<file path="src/rtl/elevator_car_ctrl_pkg.sv">
// Shared constants and types for the two-car elevator motion controller.
package elevator_pkg;
    localparam int NUM_FLOORS = 7;
    localparam int FLOOR_W    = 3;

    localparam logic DIR_UP   = 1'b1;
    localparam logic DIR_DOWN = 1'b0;

    typedef enum logic [1:0] {IDLE, MOVE, DOOR} car_state_t;

    localparam logic [FLOOR_W-1:0] CAR1_RST_FLOOR = '0;
    localparam logic [FLOOR_W-1:0] CAR2_RST_FLOOR = FLOOR_W'(NUM_FLOORS - 1);
    localparam logic               CAR1_RST_DIR   = DIR_UP;
    localparam logic               CAR2_RST_DIR   = DIR_DOWN;
endpackage

</file>
<file path="src/rtl/elevator_car_ctrl_if.sv">
// Request/status bundle between the request registers and the car controller.
interface elevator_car_ctrl_if;
    import elevator_pkg::*;

    // No backpressure: request bitmaps are levels; served_* are one-cycle pulses
    // the request side must consume on the cycle they are high.
    logic [1:0]            turn;
    logic [NUM_FLOORS-1:0] up_passenger;
    logic [NUM_FLOORS-1:0] down_passenger;
    logic [NUM_FLOORS-1:0] car_call_1;
    logic [NUM_FLOORS-1:0] car_call_2;
    logic [FLOOR_W-1:0]    curr_elevator_1;
    logic [FLOOR_W-1:0]    curr_elevator_2;
    logic [1:0]            dir_elevator;
    logic [1:0]            door_open;
    logic [NUM_FLOORS-1:0] served_up;
    logic [NUM_FLOORS-1:0] served_down;
    logic [NUM_FLOORS-1:0] car_served_1;
    logic [NUM_FLOORS-1:0] car_served_2;
    car_state_t            state_1;
    car_state_t            state_2;

    modport master (
        output turn, up_passenger, down_passenger, car_call_1, car_call_2,
        input  curr_elevator_1, curr_elevator_2, dir_elevator, door_open,
        input  served_up, served_down, car_served_1, car_served_2, state_1, state_2
    );

    modport slave (
        input  turn, up_passenger, down_passenger, car_call_1, car_call_2,
        output curr_elevator_1, curr_elevator_2, dir_elevator, door_open,
        output served_up, served_down, car_served_1, car_served_2, state_1, state_2
    );
endinterface

</file>
<file path="src/rtl/elevator_car_fsm.sv">
// One elevator car: IDLE/MOVE/DOOR sequencing, travel and dwell timing, floor and direction.
module elevator_car_fsm
    import elevator_pkg::*;
#(
    parameter int                 MOVE_CYCLES = 4,
    parameter int                 DOOR_CYCLES = 3,
    parameter logic [FLOOR_W-1:0] RST_FLOOR   = '0,
    parameter logic               RST_DIR     = DIR_UP
) (
    input  logic                  clk,
    input  logic                  rst_n,
    input  logic                  turn,
    input  logic [NUM_FLOORS-1:0] up_req,
    input  logic [NUM_FLOORS-1:0] down_req,
    input  logic [NUM_FLOORS-1:0] car_call,
    output logic [FLOOR_W-1:0]    floor,
    output logic                  dir,
    output logic                  door_open,
    output logic [NUM_FLOORS-1:0] served_up,
    output logic [NUM_FLOORS-1:0] served_down,
    output logic [NUM_FLOORS-1:0] car_served,
    output car_state_t            state
);
    localparam int CNT_MAX = (MOVE_CYCLES > DOOR_CYCLES) ? MOVE_CYCLES : DOOR_CYCLES;
    localparam int CNT_W   = (CNT_MAX > 1) ? $clog2(CNT_MAX) : 1;

    car_state_t            state_d;
    logic [CNT_W-1:0]      cnt, cnt_d;
    logic [FLOOR_W-1:0]    floor_d;
    logic                  dir_d;
    logic [NUM_FLOORS-1:0] served_up_d, served_down_d, car_served_d;
    logic [NUM_FLOORS-1:0] floor_bit, all_req, above_mask, below_mask, hall_dir;
    logic                  stop_here, ahead, at_end;

    assign floor_bit  = NUM_FLOORS'(1) << floor;
    assign all_req    = up_req | down_req | car_call;
    // Masks exclude the current floor itself: "ahead" means strictly beyond it.
    assign above_mask = ~((floor_bit << 1) - NUM_FLOORS'(1));
    assign below_mask = floor_bit - NUM_FLOORS'(1);
    assign hall_dir   = (dir == DIR_UP) ? up_req : down_req;
    assign stop_here  = |(floor_bit & (hall_dir | car_call));
    assign ahead      = (dir == DIR_UP) ? |(all_req & above_mask) : |(all_req & below_mask);
    assign at_end     = (dir == DIR_UP) ? (floor == FLOOR_W'(NUM_FLOORS - 1)) : (floor == '0);
    assign door_open  = (state == DOOR);

    always_comb begin
        state_d       = state;
        cnt_d         = cnt;
        floor_d       = floor;
        dir_d         = dir;
        served_up_d   = '0;
        served_down_d = '0;
        car_served_d  = '0;
        case (state)
            IDLE: begin
                if (stop_here) begin
                    state_d       = DOOR;
                    cnt_d         = CNT_W'(DOOR_CYCLES - 1);
                    served_up_d   = (dir == DIR_UP) ? (floor_bit & up_req) : '0;
                    served_down_d = (dir == DIR_DOWN) ? (floor_bit & down_req) : '0;
                    car_served_d  = floor_bit & car_call;
                end else if (turn || at_end) begin
                    dir_d = ~dir;
                end else if (ahead) begin
                    state_d = MOVE;
                    cnt_d   = CNT_W'(MOVE_CYCLES - 1);
                end
            end
            MOVE: begin
                if (cnt == '0) begin
                    state_d = IDLE;
                    floor_d = (dir == DIR_UP) ? floor + FLOOR_W'(1) : floor - FLOOR_W'(1);
                end else begin
                    cnt_d = cnt - CNT_W'(1);
                end
            end
            DOOR: begin
                if (cnt == '0) state_d = IDLE;
                else           cnt_d   = cnt - CNT_W'(1);
            end
            default: state_d = IDLE;
        endcase
    end

    always_ff @(posedge clk or negedge rst_n) begin
        if (!rst_n) begin
            state       <= IDLE;
            cnt         <= '0;
            floor       <= RST_FLOOR;
            dir         <= RST_DIR;
            served_up   <= '0;
            served_down <= '0;
            car_served  <= '0;
        end else begin
            state       <= state_d;
            cnt         <= cnt_d;
            floor       <= floor_d;
            dir         <= dir_d;
            served_up   <= served_up_d;
            served_down <= served_down_d;
            car_served  <= car_served_d;
        end
    end
endmodule

</file>
<file path="src/rtl/elevator_car_ctrl.sv">
// Two-car motion controller: two car FSMs, car-1 hall priority, merged served pulses.
module elevator_car_ctrl
    import elevator_pkg::*;
#(
    parameter int MOVE_CYCLES = 4,
    parameter int DOOR_CYCLES = 3
) (
    input  logic               clk,
    input  logic               rst_n,
    elevator_car_ctrl_if.slave bus
);
    logic [FLOOR_W-1:0]    floor_1, floor_2;
    logic                  dir_1, dir_2, door_1, door_2;
    logic [NUM_FLOORS-1:0] su_1, sd_1, su_2, sd_2, cs_1, cs_2;
    logic [NUM_FLOORS-1:0] floor_bit_1, take_up, take_down;
    car_state_t            state_1, state_2;

    // Car 1 stops for its direction's hall bit whenever it is deciding in IDLE,
    // so that bit is hidden from car 2 in the same cycle.
    assign floor_bit_1 = NUM_FLOORS'(1) << floor_1;
    assign take_up     = (state_1 == IDLE && dir_1 == DIR_UP) ? (floor_bit_1 & bus.up_passenger) : '0;
    assign take_down   = (state_1 == IDLE && dir_1 == DIR_DOWN) ? (floor_bit_1 & bus.down_passenger) : '0;

    elevator_car_fsm #(
        .MOVE_CYCLES(MOVE_CYCLES), .DOOR_CYCLES(DOOR_CYCLES),
        .RST_FLOOR(CAR1_RST_FLOOR), .RST_DIR(CAR1_RST_DIR)
    ) u_car_1 (
        .clk(clk), .rst_n(rst_n), .turn(bus.turn[1]),
        .up_req(bus.up_passenger), .down_req(bus.down_passenger), .car_call(bus.car_call_1),
        .floor(floor_1), .dir(dir_1), .door_open(door_1),
        .served_up(su_1), .served_down(sd_1), .car_served(cs_1), .state(state_1)
    );

    elevator_car_fsm #(
        .MOVE_CYCLES(MOVE_CYCLES), .DOOR_CYCLES(DOOR_CYCLES),
        .RST_FLOOR(CAR2_RST_FLOOR), .RST_DIR(CAR2_RST_DIR)
    ) u_car_2 (
        .clk(clk), .rst_n(rst_n), .turn(bus.turn[0]),
        .up_req(bus.up_passenger & ~take_up), .down_req(bus.down_passenger & ~take_down),
        .car_call(bus.car_call_2),
        .floor(floor_2), .dir(dir_2), .door_open(door_2),
        .served_up(su_2), .served_down(sd_2), .car_served(cs_2), .state(state_2)
    );

    assign bus.curr_elevator_1 = floor_1;
    assign bus.curr_elevator_2 = floor_2;
    assign bus.dir_elevator    = {dir_1, dir_2};
    assign bus.door_open       = {door_1, door_2};
    assign bus.served_up       = su_1 | su_2;
    assign bus.served_down     = sd_1 | sd_2;
    assign bus.car_served_1    = cs_1;
    assign bus.car_served_2    = cs_2;
    assign bus.state_1         = state_1;
    assign bus.state_2         = state_2;
endmodule

</file>
<file path="src/flat_wrapper.sv">
// flat-port wrapper written by rule: the top's interface ports become plain ports
module elevator_car_ctrl_flat import elevator_pkg::*;
#(
    parameter int MOVE_CYCLES = 4,
    parameter int DOOR_CYCLES = 3
)
  (clk, rst_n, bus_turn, bus_up_passenger, bus_down_passenger, bus_car_call_1, bus_car_call_2, bus_curr_elevator_1, bus_curr_elevator_2, bus_dir_elevator, bus_door_open, bus_served_up, bus_served_down, bus_car_served_1, bus_car_served_2, bus_state_1, bus_state_2);
  elevator_car_ctrl_if bus_i ();
  input  logic clk;
  input  logic rst_n;
  input wire logic [$bits(bus_i.turn)-1:0] bus_turn;
  input wire logic [$bits(bus_i.up_passenger)-1:0] bus_up_passenger;
  input wire logic [$bits(bus_i.down_passenger)-1:0] bus_down_passenger;
  input wire logic [$bits(bus_i.car_call_1)-1:0] bus_car_call_1;
  input wire logic [$bits(bus_i.car_call_2)-1:0] bus_car_call_2;
  output wire logic [$bits(bus_i.curr_elevator_1)-1:0] bus_curr_elevator_1;
  output wire logic [$bits(bus_i.curr_elevator_2)-1:0] bus_curr_elevator_2;
  output wire logic [$bits(bus_i.dir_elevator)-1:0] bus_dir_elevator;
  output wire logic [$bits(bus_i.door_open)-1:0] bus_door_open;
  output wire logic [$bits(bus_i.served_up)-1:0] bus_served_up;
  output wire logic [$bits(bus_i.served_down)-1:0] bus_served_down;
  output wire logic [$bits(bus_i.car_served_1)-1:0] bus_car_served_1;
  output wire logic [$bits(bus_i.car_served_2)-1:0] bus_car_served_2;
  output wire logic [$bits(bus_i.state_1)-1:0] bus_state_1;
  output wire logic [$bits(bus_i.state_2)-1:0] bus_state_2;
  assign bus_i.turn = bus_turn;
  assign bus_i.up_passenger = bus_up_passenger;
  assign bus_i.down_passenger = bus_down_passenger;
  assign bus_i.car_call_1 = bus_car_call_1;
  assign bus_i.car_call_2 = bus_car_call_2;
  assign bus_curr_elevator_1 = bus_i.curr_elevator_1;
  assign bus_curr_elevator_2 = bus_i.curr_elevator_2;
  assign bus_dir_elevator = bus_i.dir_elevator;
  assign bus_door_open = bus_i.door_open;
  assign bus_served_up = bus_i.served_up;
  assign bus_served_down = bus_i.served_down;
  assign bus_car_served_1 = bus_i.car_served_1;
  assign bus_car_served_2 = bus_i.car_served_2;
  assign bus_state_1 = bus_i.state_1;
  assign bus_state_2 = bus_i.state_2;
  elevator_car_ctrl #(.MOVE_CYCLES(MOVE_CYCLES), .DOOR_CYCLES(DOOR_CYCLES)) u_core (.clk(clk), .rst_n(rst_n), .bus(bus_i));
endmodule
</file>
<file path="config.mk">
export PLATFORM = sky130hd
export DESIGN_NAME = elevator_car_ctrl_flat
export DESIGN_NICKNAME = d
export VERILOG_FILES = /design/src/rtl/elevator_car_ctrl_pkg.sv /design/src/rtl/elevator_car_ctrl_if.sv /design/src/rtl/elevator_car_fsm.sv /design/src/rtl/elevator_car_ctrl.sv /design/src/flat_wrapper.sv
export SDC_FILE = /design/constraint.sdc
export NUM_CORES = 1
export LEC_CHECK = 0
export CAP_MARGIN = 20
export CORE_MARGIN = 5
export CORE_UTILIZATION = 25
export CTS_BUF_LIST = sky130_fd_sc_hd__clkbuf_8
export CTS_CLUSTER_DIAMETER = 120
export DETAILED_ROUTE_END_ITERATION = 6
export MAX_ROUTING_LAYER = met4
export PLACE_DENSITY_LB_ADDON = 0.25
export REMOVE_ABC_BUFFERS = 1
export SYNTH_ARGS = -nofsm -noshare
export SYNTH_HDL_FRONTEND = slang
export SYNTH_SLANG_ARGS = --single-unit
export TNS_END_PERCENT = 100
</file>
<file path="constraint.sdc">
create_clock -name clk -period 3.2 [get_ports clk]
set_input_delay 0.64 -clock clk [delete_from_list [all_inputs] [get_ports clk]]
set_output_delay 0.64 -clock clk [all_outputs]
set_load 0.02 [all_outputs]
</file>
==> impl_metrics.toml <==
[route]
drt_iter0_drc = 339
drc = 0
antenna_left = 0
wl_um = 13060
dr.pass1.iters = 5
drt-wirelength-per-cell_um = 18.73
vias = 3572
post_drt_via_cell_ratio = 5.125

[logic_synthesis]
synthAdderAreaFrac_pct = 4.407
syn_inst = 416
synth.area.top_cells = "dfrtp_1, nor2_1, ha_1, nor3_1, inv_1"
synth-simple-area-share_pct = 25.34
synth_compound_area_share_pct = 18.23
synth_most_common_cell = "dfrtp_1"
ys_seq_elements = 58
synth_ff_type = "dfrtp_1"
netlist_top_cells_count = "dfrtp_1, nor2_1, inv_1, nor3_1, nand2_1"
synth_area_per_cell_um2 = 9.008
synthXorXnorAreaFrac_pct = 2.571
seq_area_frac_synth_pct = 38.83
synth_edf_count = 0
synth_top_area_cell = "dfrtp_1"
synth_top_family_by_area = "simple AND/OR/NAND/NOR gates"
synth_top_area_share_pct = 36.73
async_reset_ff_share_pct = 100.0
synthMuxAreaShare_pct = 3.806
syn_area_mm2 = 0.003747
ys_warn_count = 0
yosysUniqueCellTypes = 68

[worst_setup_path]
cp.required_ns = 3.44
cpPeakStageDelay_ns = 0.56
reg2reg_depth = 9
cp.arrival_ns = 3.22
reg2reg_slack_ns = 0.23
start_kind = "flip-flop"
crit_family = "simple AND/OR/NAND/NOR gates"
path_cells = "buf_4 > nor2b_1 > nand3_1 > a41o_1 > o31ai_2 > o2111ai_2 > or3_1 > mux2i_1 > nor2_1"
slowest_stage = "nor2b_1"
r2r-start = "u_core.u_car_1.floor[2]"
path_buf_inv = 1
end_kind = "flip-flop"
path_max_fanout = 25
crit_type = "reg2reg"
reg2reg_to = "u_core.u_car_2.cnt[0]"

[min_path]
hold_path_class = "in2async"

[clock_tree]
ctsLongestPathBuffers = 2
cts_sinks = 58
cts_tree = "yes"
path_clk_slew_ns = 0.07
htreeDepth = 3
worstSkewPairLatency_ns = 0.36
cts_root_buf = "clkbuf_8"
cts_setup_buffers = 0
cts_buffers = 9

[timing]
timing.final.crit_share_pct = 92.93
min_period_ns = 2.974
finalClockSkew_ns = 0.01146
drv_slew = 0
tns_ns = 0
rsz0062_at_grt = "no"
max_freq_mhz = 336.3
setup_viol = 0
final_hold_viol_count = 0
worst_pin_slew_ns = 0.6326
slew_headroom_pct = 57.83

[outcome]
status = "finished, final reports clean"

[global_route]
grt_pass1_wl_um = 20730
overflow = 0
grt_max_degree = 36
grt_use_total_pct = 15.66
antenna_found_initial = 0
grt_pass1_vias = 3524

[power]
power_leakage_nw = 2.218
switchingPower_mw = 2.182
p_per_area_mw_per_mm2 = 926.6
p_int_mw = 2.459
switching_share_pct = 47.02
combPwrFrac_pct = 62.9
power_mw = 4.641
p_clk_share_pct = 13.5
seq_power_share_pct = 23.6
vdd_drop_max_v = 0.0003397

[finish]
diodes = 0
area_delta_synth_final_pct = 33.66
fill_cells = 1540
final_nets = 554
drive_gt1_share_pct = 16.76
utilization_pct = 34.20

[job]
max_cap_violations = 0

[floorplan]
chipWidth_um = 132.4
ioPinCount = 74
die_h_um = 132.4
design.core.area_mm2 = 0.01464
dieArea_mm2 = 0.01754
num_rows = 44
start_util_pct = 25.59

[placement]
io_buffers = 73
gp_congestion = 0.8998
dp_hpwl_um = 10030
## worst register-to-register path: cells and delay by family, from the launching register on
family | cells | cell delay [ns]
buf+inv | 1 | 0.31
flops | 1 | 0.38
mux | 1 | 0.14
compound gates | 3 | 0.83
simple gates | 4 | 1.20
## power by group through the flow
| stage | clock [mW] | combinational [mW] | sequential [mW] |
|---|---|---|---|
| 2_1_floorplan | 0 | 1.58 | 1.29 |
| 3_3_place_gp | 0 | 2.90 | 1.10 |
| 3_5_place_dp | 0 | 2.90 | 1.10 |
| 4_1_cts | 0.657 | 2.91 | 1.09 |
| 5_1_grt | 0.681 | 3.21 | 1.12 |
| 6_report | 0.627 | 2.92 | 1.10 |
## per-stage QoR
step	std cells	setup WS (ns)	hold slack, ns	instance area [µm²]
after floorplan	390	0.1081	0.3444	3593
final	697	0.2263	0.3009	5009
after global placement	683	0.1193	0.5032	4832
after global routing	697	0.02523	0.3359	5009
after detailed placement	683	0.1215	0.5055	4832
after CTS	697	0.2037	0.2980	5005
## area by class of cell
cell class / count / area (µm²) / share of cell area, %
clock inverters: 5 / 48.80 / 0.9743
flip-flops and latches: 58 / 1455 / 29.05
repair buffers: 109 / 1008 / 20.13
well taps: 184 / 230.2 / 4.597
inverters: 27 / 101.3 / 2.023
clock buffers: 9 / 123.9 / 2.473
multi-input cells: 305 / 2041 / 40.74
## routing by layer
metal / global-route usage [%] / up-vias / wire [µm]
met3: 2.506 / 22 / 851
li1: - / 1673 / -
met2: 23.20 / 166 / 5892
met5: - / - / 0
met1: 21.15 / 1711 / 5999
met4: 6.871 / 0 / 312
## cells by family after synthesis
group / count (synthesis)
simple gates: 177
compound gates: 93
flops: 58
buf+inv: 53
mux: 12
fa+ha+maj: 12
xor+xnor: 11
## state kept, by name, indices dropped and copies added, names as in the netlist, 2 cells and up
register	cells
u_core.u_car_1.car_served	7
u_core.u_car_1.cnt	2
u_core.u_car_1.floor	3
u_core.u_car_1.served_down	7
u_core.u_car_1.served_up	7
u_core.u_car_1.state	2
u_core.u_car_2.car_served	7
u_core.u_car_2.cnt	2
u_core.u_car_2.floor	3
u_core.u_car_2.served_down	7
u_core.u_car_2.served_up	7
u_core.u_car_2.state	2
## worst max-delay path by stage
stage	startpoint	endpoint	slack [ns]	depth (start not counted)
6_report	u_core.u_car_1.floor[2]	u_core.u_car_2.cnt[0]	0.23	9
5_1_grt	u_core.u_car_1.state[0]	u_core.u_car_2.cnt[0]	0.03	10
4_1_cts	u_core.u_car_1.state[0]	u_core.u_car_2.cnt[0]	0.20	10
3_5_place_dp	bus_up_passenger[0]	u_core.u_car_1.cnt[1]	0.12	9
3_3_place_gp	bus_down_passenger[2]	u_core.u_car_1.cnt[1]	0.12	9
2_1_floorplan	u_core.u_car_1.floor[0]	u_core.u_car_1.cnt[1]	0.11	11
## cells in the final DEF (no fill, tap or decap), types with 6 or more instances in the layout
cell             synthesis  layout
nor3_1                  24      24
buf_4                    7      35
a31oi_1                  7       7
nand3_1                 14      14
or3_1                    6       6
xnor2_1                  7       7
or2_2                   16      16
clkbuf_8                 0       9
mux2i_1                  6       6
ha_1                    10      10
a21oi_1                 13      13
and3_1                  14      14
o2111ai_1                9       9
nor2_1                  36      35
clkdlybuf4s50_1          0      72
nand2b_1                10      10
dfrtp_1                 55      55
o21ai_0                 16      16
inv_1                   27      28
nor2b_1                  9       9
nand2_1                 21      21
## timing repair
action                                  4_1_cts  5_1_grt
gates resized for setup                       0        2
endpoints found under the setup margin        0        5
hold buffers                                  0        0
Power figures use the tool's default switching activity.
